File: config.mk
export PLATFORM = sky130hd
export DESIGN_NAME = inst_fetch
export DESIGN_NICKNAME = d
export VERILOG_FILES = /design/src/rtl/inst_fetch_pkg.sv /design/src/rtl/inst_fetch_icache.sv /design/src/rtl/inst_fetch.sv
export SDC_FILE = /design/constraint.sdc
export NUM_CORES = 1
export LEC_CHECK = 0
export BUFFER_PORTS_ARGS = -buffer_cell sky130_fd_sc_hd__buf_2
export CAP_MARGIN = 20
export CORE_UTILIZATION = 30
export DETAILED_ROUTE_END_ITERATION = 8
export HOLD_SLACK_MARGIN = 0.15
export PLACE_DENSITY_LB_ADDON = 0.08
export SLEW_MARGIN = 20
export SYNTH_ARGS = -nofsm -noshare
export SYNTH_HDL_FRONTEND = slang
export SYNTH_HIERARCHICAL = 1
export SYNTH_SLANG_ARGS = --single-unit
File: constraint.sdc
create_clock -name clk -period 4.1 [get_ports clk]
set_input_delay 0.205 -clock clk [delete_from_list [all_inputs] [get_ports clk]]
set_output_delay 0.205 -clock clk [all_outputs]
set_load 0.03 [all_outputs]
File: src/rtl/inst_fetch_pkg.sv
// Shared fetch-stage definitions: address/instruction widths, constants, IF states.
// Used by inst_fetch and, when ICACHE_EN is defined, by icache.
package inst_fetch_pkg;

    localparam int AddrLen = 32;
    localparam int InstLen = 32;

    localparam logic [AddrLen-1:0] ZERO_WORD = 32'h0000_0000;
    localparam logic True  = 1'b1;
    localparam logic False = 1'b0;

    typedef enum logic {
        IF_FETCH = 1'b0,
        IF_HOLD  = 1'b1
    } if_state_t;

    function automatic logic is_aligned(input logic [1:0] lo);
        return lo == 2'b00;
    endfunction

endpackage

File: src/rtl/inst_fetch_icache.sv
// Direct-mapped one-word-per-line instruction cache (built only with ICACHE_EN).
// Combinational read, synchronous write; misaligned addresses never hit or fill.
`ifdef ICACHE_EN
module icache
    import inst_fetch_pkg::*;
#(
    parameter int LINES = 64
) (
    input  logic               clk,
    input  logic               rst,
    input  logic [AddrLen-1:0] raddr,
    output logic               hit,
    output logic [InstLen-1:0] rdata,
    input  logic               we,
    input  logic [AddrLen-1:0] waddr,
    input  logic [InstLen-1:0] wdata
);

    localparam int IdxW = $clog2(LINES);
    localparam int TagW = AddrLen - IdxW - 2;

    logic [LINES-1:0]   valid_q;
    logic [TagW-1:0]    tag_q  [LINES];
    logic [InstLen-1:0] data_q [LINES];

    logic [IdxW-1:0] ridx, widx;
    logic [TagW-1:0] rtag, wtag;
    logic            wen;

    assign ridx = raddr[IdxW+1:2];
    assign rtag = raddr[AddrLen-1:IdxW+2];
    assign widx = waddr[IdxW+1:2];
    assign wtag = waddr[AddrLen-1:IdxW+2];
    assign wen  = we && is_aligned(waddr[1:0]);

    assign hit   = valid_q[ridx] && (tag_q[ridx] == rtag)
                   && is_aligned(raddr[1:0]);
    assign rdata = data_q[ridx];

    always_ff @(posedge clk) begin
        if (rst) begin
            valid_q <= '0;
        end else if (wen) begin
            valid_q[widx] <= True;
        end
    end

    // Tag and data need no reset: valid bits gate every hit.
    always_ff @(posedge clk) begin
        if (wen) begin
            tag_q[widx]  <= wtag;
            data_q[widx] <= wdata;
        end
    end

endmodule
`endif

File: src/rtl/inst_fetch.sv
// IF stage: builds each instruction from four little-endian byte reads, holds it for decode.
// Define ICACHE_EN to add a direct-mapped single-cycle-hit instruction cache.
module inst_fetch
    import inst_fetch_pkg::*;
#(
    parameter logic [AddrLen-1:0] RESET_PC     = 32'h0000_0000,
    parameter int                 ICACHE_LINES = 64
) (
    input  logic               clk,
    input  logic               rst,
    input  logic               rdy,
    input  logic               id_stall,
    input  logic               jump_or_not,
    input  logic [AddrLen-1:0] jump_addr,
    output logic               mem_req,
    output logic [AddrLen-1:0] mem_addr,
    input  logic               mem_gnt,
    input  logic               mem_rvalid,
    input  logic [7:0]         mem_rdata,
    output logic [AddrLen-1:0] pc_o,
    output logic [InstLen-1:0] inst_o,
    output logic               if_id_rdy
);

    if_state_t state_q, state_d;

    logic [AddrLen-1:0] pc_q;
    logic [2:0]         issue_cnt;
    logic [2:0]         recv_cnt;
    logic [InstLen-1:0] buf_q;
    logic               drop_q;
    logic               gnt_q;

    logic               fetching;
    logic               idle;
    logic               take;
    logic               done;
    logic               hit;
    logic               load;
    logic               release_hold;
    logic               jump;
    logic               grant;
    logic [InstLen-1:0] fetched_word;
    logic [InstLen-1:0] load_word;
    logic               cache_hit;
    logic [InstLen-1:0] cache_rdata;

    assign fetching = (state_q == IF_FETCH);
    assign idle     = fetching && (issue_cnt == 3'd0) && (recv_cnt == 3'd0);
    assign jump     = rdy && jump_or_not;

    // Byte capture ignores rdy so a returning byte is never lost.
    assign take = mem_rvalid && !drop_q && fetching && (recv_cnt != 3'd4);

    assign done = rdy && fetching
                  && ((recv_cnt == 3'd4) || ((recv_cnt == 3'd3) && take));

    assign hit          = idle && cache_hit;
    assign load         = (done || (rdy && hit)) && !jump_or_not;
    assign release_hold = rdy && !jump_or_not
                          && (state_q == IF_HOLD) && !id_stall;

    assign fetched_word = recv_cnt[2] ? buf_q : {mem_rdata, buf_q[23:0]};
    assign load_word    = hit ? cache_rdata : fetched_word;

    assign mem_req  = !rst && rdy && !jump_or_not && fetching
                      && !issue_cnt[2] && !hit;
    assign mem_addr = mem_req ? (pc_q + {29'd0, issue_cnt}) : ZERO_WORD;
    assign grant    = mem_req && mem_gnt;

`ifdef ICACHE_EN
    logic cache_we;

    assign cache_we = done && !jump_or_not;

    icache #(
        .LINES(ICACHE_LINES)
    ) u_icache (
        .clk   (clk),
        .rst   (rst),
        .raddr (pc_q),
        .hit   (cache_hit),
        .rdata (cache_rdata),
        .we    (cache_we),
        .waddr (pc_q),
        .wdata (fetched_word)
    );
`else
    assign cache_hit   = False;
    assign cache_rdata = ZERO_WORD;
`endif

    ap_lines_pow2: assert property (@(posedge clk) disable iff (rst)
        (ICACHE_LINES >= 2) && ((ICACHE_LINES & (ICACHE_LINES - 1)) == 0));

    always_comb begin
        state_d = state_q;
        if (!rdy) begin
            state_d = state_q;
        end else if (jump_or_not) begin
            state_d = IF_FETCH;
        end else if (load) begin
            state_d = IF_HOLD;
        end else if (release_hold) begin
            state_d = IF_FETCH;
        end
    end

    always_ff @(posedge clk) begin
        if (rst) begin
            state_q <= IF_FETCH;
        end else begin
            state_q <= state_d;
        end
    end

    // A grant whose byte has not come back by the redirect must be discarded later.
    always_ff @(posedge clk) begin
        if (rst) begin
            pc_q      <= RESET_PC;
            issue_cnt <= 3'd0;
            recv_cnt  <= 3'd0;
            buf_q     <= ZERO_WORD;
            drop_q    <= gnt_q && !mem_rvalid;
            gnt_q     <= False;
            pc_o      <= ZERO_WORD;
            inst_o    <= ZERO_WORD;
            if_id_rdy <= False;
        end else begin
            gnt_q <= grant;
            if (mem_rvalid && drop_q) begin
                drop_q <= False;
            end
            if (jump) begin
                pc_q      <= jump_addr;
                issue_cnt <= 3'd0;
                recv_cnt  <= 3'd0;
                if_id_rdy <= False;
                drop_q    <= gnt_q && !mem_rvalid;
            end else begin
                if (take) begin
                    buf_q[{recv_cnt[1:0], 3'b000} +: 8] <= mem_rdata;
                    recv_cnt <= recv_cnt + 3'd1;
                end
                if (grant) begin
                    issue_cnt <= issue_cnt + 3'd1;
                end
                if (load) begin
                    pc_o      <= pc_q;
                    inst_o    <= load_word;
                    if_id_rdy <= True;
                    pc_q      <= pc_q + 32'd4;
                end else if (release_hold) begin
                    if_id_rdy <= False;
                    issue_cnt <= 3'd0;
                    recv_cnt  <= 3'd0;
                end
            end
        end
    end

endmodule
==> key figures, run 1 <==
Clock tree
  – Max Root-Sink Buffers: 2
  – Clock sink count: 138
  – Clock Pin Slew Worst Setup and Hold Paths: 60 ps
  – Worst-Skew Late Latency: 420 ps
  – H-tree levels: 4
  – Post CTS Setup Buffer Count: 0
  – Post-CTS Hold Fix Bufs: 37
  – Cts bufs inserted: 17
  – CTS tree: built
  – Post-cts resize count: 0
  – Root Driver: clkbuf_16

Placed design
  – IO buf count: 144
  – Global placement routability congestion: 0.777
  – Placed Area: 0.00760 mm^2
  – DPL Wire Length: 14.4 mm

Timing
  – Final hold vios: 0
  – Slew Viols, Final: 0
  – Clock skew: 11.0 ps
  – Max-slew headroom: 0.342
  – TNS Setup: 0 ps
  – Unrepaired setup endpoints after global routing: false
  – Clock period minus worst slack: 3050 ps
  – Setup violations, final: 0
  – Period utilisation layout: 0.744
  – Worst-Margin Slew: 984 ps
  – Max Clk Rate: 328 MHz

Logic synthesis
  – YS warnings: 6
  – Mapped Nets: 949
  – Area contributors post-synth: dfxtp_1 (41%), nand2_1 (11%), a21oi_1 (8.3%), nor2_1 (5.0%), nand3_1 (4.5%)
  – Count leader, synth: nand2_1
  – Ys flop type: dfxtp_1
  – Register area share after synthesis: 0.411
  – Syn Area/Cell: 7.58 um^2
  – Synthesis-stage register bit count: 138
  – Synth top area share: 0.407
  – Post-synth EDFFs: 1
  – Area leader, netlist: dfxtp_1
  – Syn Inst Count: 890
  – Area of the mapped netlist: 0.00675 mm^2
  – Distinct cells, synth: 60
  – Asr flop ratio synth: 0
  – Synth top cells by count: nand2_1 (191), dfxtp_1 (137), a21oi_1 (112), nor2_1 (90), nand3_1 (60)

Global route
  – Largest net degree at the start of global routing: 73
  – GR Overflow Total: 0
  – Initial antenna violation count: 1
  – Total global-route track usage: 0.188
  – Vias in the first global route: 6,384
  – Global-route wire length before repair: 34.4 mm

Floorplanning
  – Die width: 152 um
  – Die area: 0.0231 mm^2
  – Cell Rows: 54
  – I/O Pins: 145
  – Core area: 0.0220 mm^2
  – Initial Utilization: 0.307
  – Chip height: 152 um

Route
  – Iter 0 DRT Violations: 303
  – DRC: 44
  – Via count: 6,540
  – Via-to-Cell Ratio: 4.94
  – Post-Route WL: 21.4 mm
  – WL/cell: 16.2 um
  – Routed Antenna Nets: 0
  – 1st-pass router iterations: 7

Worst setup path
  – WP buf/inv: 3
  – Worst reg-to-reg path cell count: 8
  – Crit path cell chain: ha_1 > inv_1 > fa_1 > nand2b_1 > a211oi_1 > buf_4 > nand2_1 > xor2_1 > nor2_1 > buf_2
  – CP Launch Type: register
  – Kind of critical path: reg -> out
  – CP Depth: 10
  – CP Data Arrival Time: 2850 ps
  – Worst Setup End Kind: primary output
  – Worst endpoint required time: 3890 ps
  – Crit-path max cell delay: 410 ps
  – Family with the most delay on the worst path: adder cells
  – Max FO, Critical Path: 11
  – Worst path slowest cell: fa_1

Run status
  – Failing checks: DRC
  – Run status: finished, violations left

Cells and area
  – Final core occ: 0.390
  – Layout cells sized above 1: 0.193
  – Post-route cell area: 0.00856 mm^2
  – P&R area growth vs syn: 26.9%
  – Fill count: 2,388
  – Nets: 1,088

Power
  – Design Power: 3.17 mW
  – Worst VDD drop: 247 uV
  – Lkg Pwr: 3.24 nW
  – Power Dens Cells: 371 mW/mm^2

Worst hold path
  – Worst hold path type: in -> reg
  – WHS Path Cells: 4

Flow run
  – Max-cap violation count: 0
## flip-flops by register name (all words and copies together), names as in the netlist
signal     cells
buf_q         32
drop_q         1
gnt_q          1
if_id_rdy      1
inst_o        32
issue_cnt      3
pc_o          32
pc_q          32
recv_cnt       3
state_q        1
## worst min-delay path, delay by kind of cell
kind / cells / cell delay (ps)
simple gates: 2 / 180
compound gates: 1 / 80
buf+inv: 1 / 100
## cells in the final DEF, fill, tap and decap left out, drive strengths merged, types with 24 or more instances in the layout
cell type / n
xor2: 27
inv: 24
dlygate4sd3: 37
nand2: 192
nor2: 90
dfxtp: 137
a21oi: 113
nand3: 60
buf: 156
## worst paths after layout
kind | start | endpoint | slack [ps]
min reg2reg | pc_o[19] | pc_o[19] | 450
min | jump_addr[21] | pc_q[21] | 170
max reg2reg | recv_cnt[0] | pc_q[22] | 1520
max | issue_cnt[0] | mem_addr[18] | 1050
## layer usage
layer | vias to the layer above | GRT usage | wire length, um
met5 | - | 0 | 0
met1 | 3035 | 0.237 | 9980
met3 | 18 | 0.0385 | 963
met4 | 0 | 0.0588 | 278
li1 | 3330 | - | -
met2 | 157 | 0.319 | 10200
## power by group
part	switching [mW]	internal (mW)	total (mW)
combinational	0.139	0.0950	0.234
clock	0.633	0.889	1.52
sequential	0.0489	1.37	1.42
total	0.821	2.35	3.17
## logic make-up (layout without fill, tap and decap cells)
family	count (synthesis)	in the layout	share of synthesized area
AOI/OAI and AO/OA	179	179	0.157
xor gates and xnor gates	36	36	0.0467
adders and majority gates	12	12	0.0234
and+or+nand+nor	421	421	0.288
other	0	1	0
muxes	11	11	0.0163
DFF	138	138	0.411
buffers and inverters	93	245	0.0577
## final cells by class
cell class	count	area [um^2]	area share
multi-input cells	659	3590	0.420
clock buffers	20	467	0.0545
inverters	20	75.1	0.00877
well taps	280	350	0.0409
clock inverters	12	113	0.0132
repair buffers	193	1180	0.138
flip-flops and latches	138	2770	0.324
diodes	1	2.50	0.000292
## metrics by stage
step	setup slack (ps)	hold slack (ps)	cells
2_1_floorplan	1640	314	890
3_3_place_gp	1470	442	1253
3_5_place_dp	1460	443	1253
4_1_cts	1010	153	1322
5_1_grt	821	177	1322
6_report	1050	168	1323
(Power assumes the default switching activity.)
==> run 2, diff against run 1 <==
==> constraint.sdc (replaced) <==
create_clock -name clk -period 3.1 [get_ports clk]
set_input_delay 0.155 -clock clk [delete_from_list [all_inputs] [get_ports clk]]
set_output_delay 0.155 -clock clk [all_outputs]
set_load 0.03 [all_outputs]
==> key figures, run 2 (synthesized netlist as in run 1, its figures left out) <==
Global route
  – GR Overflow Total: 0
  – Initial antenna violation count: 1
  – Total global-route track usage: 0.191
  – Largest net degree at the start of global routing: 70
  – Global-route wire length before repair: 35.1 mm
  – Vias in the first global route: 6,398

Cells and area
  – Commonest cells after routing, fill and taps aside: nand2_1 (191), buf_2 (142), dfxtp_1 (137), a21oi_1 (112), nor2_1 (90)
  – Final Non-Filler Cells: 1,340
  – Layout cells sized above 1: 0.199
  – P&R area growth vs syn: 29.0%
  – Most common cell after layout, fill and taps aside: nand2_1
  – Post-route cell area: 0.00870 mm^2
  – Final core occ: 0.396
  – Nets: 1,105

Timing
  – Worst Slack Setup Final: 227 ps
  – TNS Setup: 0 ps
  – Max-slew headroom: 0.432
  – Worst-Margin Slew: 852 ps
  – Final hold vios: 0
  – Setup violations, final: 0
  – Clock period minus worst slack: 2870 ps
  – Clock skew: 13.3 ps
  – Period utilisation layout: 0.927
  – Slew Viols, Final: 0
  – WHS: 188 ps
  – Max Clk Rate: 348 MHz
  – Unrepaired setup endpoints after global routing: false

Worst setup path
  – Worst Setup SP: issue_cnt[0]
  – RR Endpoint: pc_q[18]
  – Crit path cell chain: ha_1 > inv_1 > fa_1 > nand2b_1 > a211oi_1 > buf_4 > nand3_1 > xor2_1 > nor2_1 > clkbuf_4
  – Worst reg-to-reg path cell count: 7
  – CP Data Arrival Time: 2720 ps
  – Kind of critical path: reg -> out
  – R2R Setup Slk: 400 ps
  – Crit-path max cell delay: 390 ps
  – Max FO, Critical Path: 11
  – Worst Setup End Kind: primary output
  – Family with the most delay on the worst path: adder cells
  – CP Depth: 10
  – Worst path slowest cell: fa_1
  – Worst endpoint required time: 2940 ps
  – Crit path to: mem_addr[20]
  – CP Launch Type: register
  – Worst reg2reg path startpoint: recv_cnt[0]
  – WP buf/inv: 3

Route
  – DRC: 19
  – Post-Route WL: 21.5 mm
  – Via count: 6,595
  – 1st-pass router iterations: 6
  – Iter 0 DRT Violations: 324
  – Via-to-Cell Ratio: 4.92
  – WL/cell: 16.1 um
  – Routed Antenna Nets: 0

Clock tree
  – Root Driver: clkbuf_16
  – Cts bufs inserted: 17
  – Clock Pin Slew Worst Setup and Hold Paths: 70 ps
  – Post CTS Setup Buffer Count: 0
  – CTS tree: built
  – Worst-Skew Late Latency: 430 ps
  – Max Root-Sink Buffers: 2
  – H-tree levels: 4
  – Clock sink count: 138

Power
  – Design Power: 4.18 mW
  – Power Dens Cells: 480 mW/mm^2
  – Lkg Pwr: 3.31 nW
  – Worst VDD drop: 325 uV

Placed design
  – Placed cell count: 1,265
  – IO buf count: 144
  – Worst slack at placement: 506 ps
  – Placed Area: 0.00771 mm^2
  – DPL Wire Length: 14.6 mm
  – Global placement routability congestion: 0.801

Floorplanning
  – Die area: 0.0231 mm^2
  – Initial Utilization: 0.307
  – Cell Rows: 54
  – Die width: 152 um
  – I/O Pins: 145
  – Chip height: 152 um
  – Core area: 0.0220 mm^2

Run status
  – Run status: finished, violations left
  – Failing checks: DRC

Worst hold path
  – Worst hold path type: in -> reg
  – WHS Path Cells: 4

Flow run
  – Max-cap violation count: 0
==> run 2: cell type report <==
cell class	count	area, um^2
diodes	1	2.50
clock inverters	12	114
flip-flops and latches	138	2770
multi-input cells	659	3590
clock buffers	20	457
well taps	280	350
repair buffers	210	1340
fillers	2377	13300
inverters	20	75.1
==> run 2: worst min-delay path by stage <==
stage	startpoint	endpoint	slack, ps
after floorplan	jump_addr[27]	pc_q[27]	260
after global placement	jump_addr[27]	pc_q[27]	400
after detailed placement	jump_addr[27]	pc_q[27]	390
after CTS	id_stall	state_q	180
after global routing	jump_addr[10]	pc_q[10]	190
final	jump_addr[10]	pc_q[10]	190
==> run 2: where the power goes <==
group          switching (mW)  total (mW)  internal, mW
Combinational           0.187       0.323         0.136
Clock                   0.831        1.98          1.15
Sequential             0.0618        1.87          1.81
Total                    1.08        4.18          3.10
==> run 2: tightest hold or removal path, cell delays in order <==
cell and delay, ps:
buf_2 100, a22oi_1 80, a2bb2oi_1 140, nor2_1 90
==> run 2: metal layers <==
metal  part of all wire  global-route usage  vias to the layer above
met5                  0                   0                        -
met4              0.010              0.0525                        0
met3              0.037              0.0376                       18
met2               0.48               0.327                      142
met1               0.47               0.243                     3076
li1                   -                   -                     3359
==> run 2: repair_timing <==
action                                 in CTS  in global routing
setup endpoints to repair                   0                  1
endpoints found under the hold margin      75                  0
resized for setup                           0                  1
hold buffers                               42                  0
==> run 3, diff against run 2 <==
--- a/config.mk
+++ b/config.mk
@@ -9,6 +9,7 @@
 export CAP_MARGIN = 20
 export CORE_UTILIZATION = 30
 export DETAILED_ROUTE_END_ITERATION = 8
+export GPL_TIMING_DRIVEN = 0
 export HOLD_SLACK_MARGIN = 0.15
 export PLACE_DENSITY_LB_ADDON = 0.08
 export SLEW_MARGIN = 20
==> key figures, run 3 (synthesized netlist as in run 1, its figures left out) <==
Global route
  – Total global-route track usage: 0.210
  – Largest net degree at the start of global routing: 17
  – GR Overflow Total: 0
  – Initial antenna violation count: 0
  – Vias in the first global route: 6,553
  – Global-route wire length before repair: 37.5 mm

Cells and area
  – Antenna Cells: 0
  – Nets: 1,155
  – Multi-input logic area: 0.00359 mm^2
  – Most common cell after layout, fill and taps aside: nand2_1
  – P&R area growth vs syn: 31.9%
  – Layout cells sized above 1: 0.195
  – Fill count: 2,376
  – Commonest cells after routing, fill and taps aside: nand2_1 (191), buf_2 (167), dfxtp_1 (137), a21oi_1 (112), nor2_1 (90)
  – Reg area: 0.00277 mm^2

Worst hold path
  – WHS Path Cells: 4
  – WHS Endpoint: pc_q[8]
  – Worst hold path type: in -> reg
  – Hold_sp: jump_or_not

Flow run
  – Max-cap violation count: 0

Worst setup path
  – Worst reg-to-reg path cell count: 6
  – RR Endpoint: pc_q[18]
  – Worst path slowest cell: a211oi_1
  – Worst endpoint required time: 2940 ps
  – CP Launch Type: register
  – Max FO, Critical Path: 10
  – Crit path cell chain: ha_1 > nand3_1 > a211oi_1 > clkbuf_4 > nand4_1 > xor2_1 > nor2_1 > buf_2
  – R2R Setup Slk: 360 ps
  – Kind of critical path: reg -> out
  – Worst Setup End Kind: primary output
  – CP Data Arrival Time: 2810 ps
  – Worst reg2reg path startpoint: pc_q[2]
  – Crit-path max cell delay: 410 ps

Power
  – Worst VDD drop: 360 uV
  – Lkg Pwr: 3.42 nW
  – Power Dens Cells: 497 mW/mm^2
  – Design Power: 4.42 mW

Floorplanning
  – Initial Utilization: 0.307
  – Core area: 0.0220 mm^2
  – Cell Rows: 54
  – Die width: 152 um
  – Die area: 0.0231 mm^2
  – I/O Pins: 145
  – Chip height: 152 um

Route
  – Post-Route WL: 23.8 mm
  – DRC: 22
  – 1st-pass router iterations: 7
  – Via count: 6,862
  – Via-to-Cell Ratio: 4.95
  – Iter 0 DRT Violations: 427
  – WL/cell: 17.2 um
  – Routed Antenna Nets: 0

Run status
  – Failing checks: DRC
  – Run status: finished, violations left

Placed design
  – Global placement routability congestion: 0.793
  – DPL Wire Length: 17.2 mm
  – IO buf count: 143

Timing
  – Max-slew headroom: 0.315
  – Unrepaired setup endpoints after global routing: false
  – TNS Setup: 0 ps
  – Max Clk Rate: 337 MHz
  – Clock skew: 11.8 ps
  – Period utilisation layout: 0.956
  – Clock period minus worst slack: 2960 ps
  – Setup violations, final: 0
  – Final hold vios: 0
  – Worst-Margin Slew: 1030 ps
  – Slew Viols, Final: 0

Clock tree
  – Clock Pin Slew Worst Setup and Hold Paths: 60 ps
  – Clock sink count: 138
  – Cts bufs inserted: 17
  – Worst-Skew Late Latency: 430 ps
  – CTS tree: built
  – Root Driver: clkbuf_16
  – H-tree levels: 4
  – Max Root-Sink Buffers: 2
## run 3: cell count changes in the layout (fill, tap and decap cells not counted), moves of 2 or more
cell and delta:
bufinv_16 +2, clkinvlp_4 -4, buf_4 -21, clkbuf_1 +42
buf_2 +25
## run 3: worst max-delay path by stage
stage	start	to	slack, ps	cells past startpoint
floorplan	issue_cnt[0]	mem_addr[12]	690	9
global placement	recv_cnt[2]	pc_q[10]	30	9
detailed placement	recv_cnt[2]	pc_q[23]	3	9
CTS	issue_cnt[0]	mem_addr[30]	10	10
global route	issue_cnt[0]	mem_addr[26]	8	10
finish	pc_q[2]	mem_addr[29]	140	8
## run 3: report_power, final
group	switching, mW	internal (mW)	total [mW]
clock network	0.816	1.38	2.19
logic	0.245	0.145	0.389
registers	0.0262	1.81	1.84
## run 3: through the flow
| step | cell area, um^2 | setup slack (ps) | cells | util | hold WS (ps) |
|---|---|---|---|---|---|
| after global placement | 7810 | 34.2 | 1313 | 0.356 | 398 |
| final | 8900 | 135 | 1387 | 0.405 | 189 |
| after global routing | 8900 | 8.43 | 1387 | 0.405 | 233 |
| after floorplan | 6750 | 694 | 890 | - | 264 |
| after detailed placement | 7810 | 2.50 | 1313 | 0.356 | 397 |
| after CTS | 8880 | 14.6 | 1386 | 0.404 | 177 |
## run 3: critical path: cells and delay by family, from the launching register on
family	cells	cell delay, ps
buffers and inverters	2	570
AND/OR/NAND/NOR	3	470
AO/OA/AOI/OAI	1	410
adder cells (fa/ha/maj)	1	390
flip-flops	1	370
XOR/XNOR	1	190
## run 3: final cells by class
class,instances,share of cell area
plain buffers,73,0.0366
clock buffers,22,0.0557
clock inverters,8,0.0146
inverters,20,0.00844
multi-input cells,659,0.404
flip-flops and latches,138,0.312
well taps,280,0.0394
repair buffers,187,0.130
## run 3: metal layers
layer	up-vias	share of wire	track usage
met5	-	0	0
met4	0	0.019	0.0612
met3	34	0.045	0.0388
met2	191	0.47	0.357
met1	3187	0.46	0.270
li1	3450	-	-
## run 3: timing repair
| action | CTS | global route |
|---|---|---|
| resized for setup | 3 | 5 |
| endpoints found under the hold margin | 74 | 0 |
| setup endpoints to repair | 12 | 16 |
| buffers inserted | 0 | 1 |
| hold buffers | 43 | 0 |
| pin swaps | 0 | 1 |
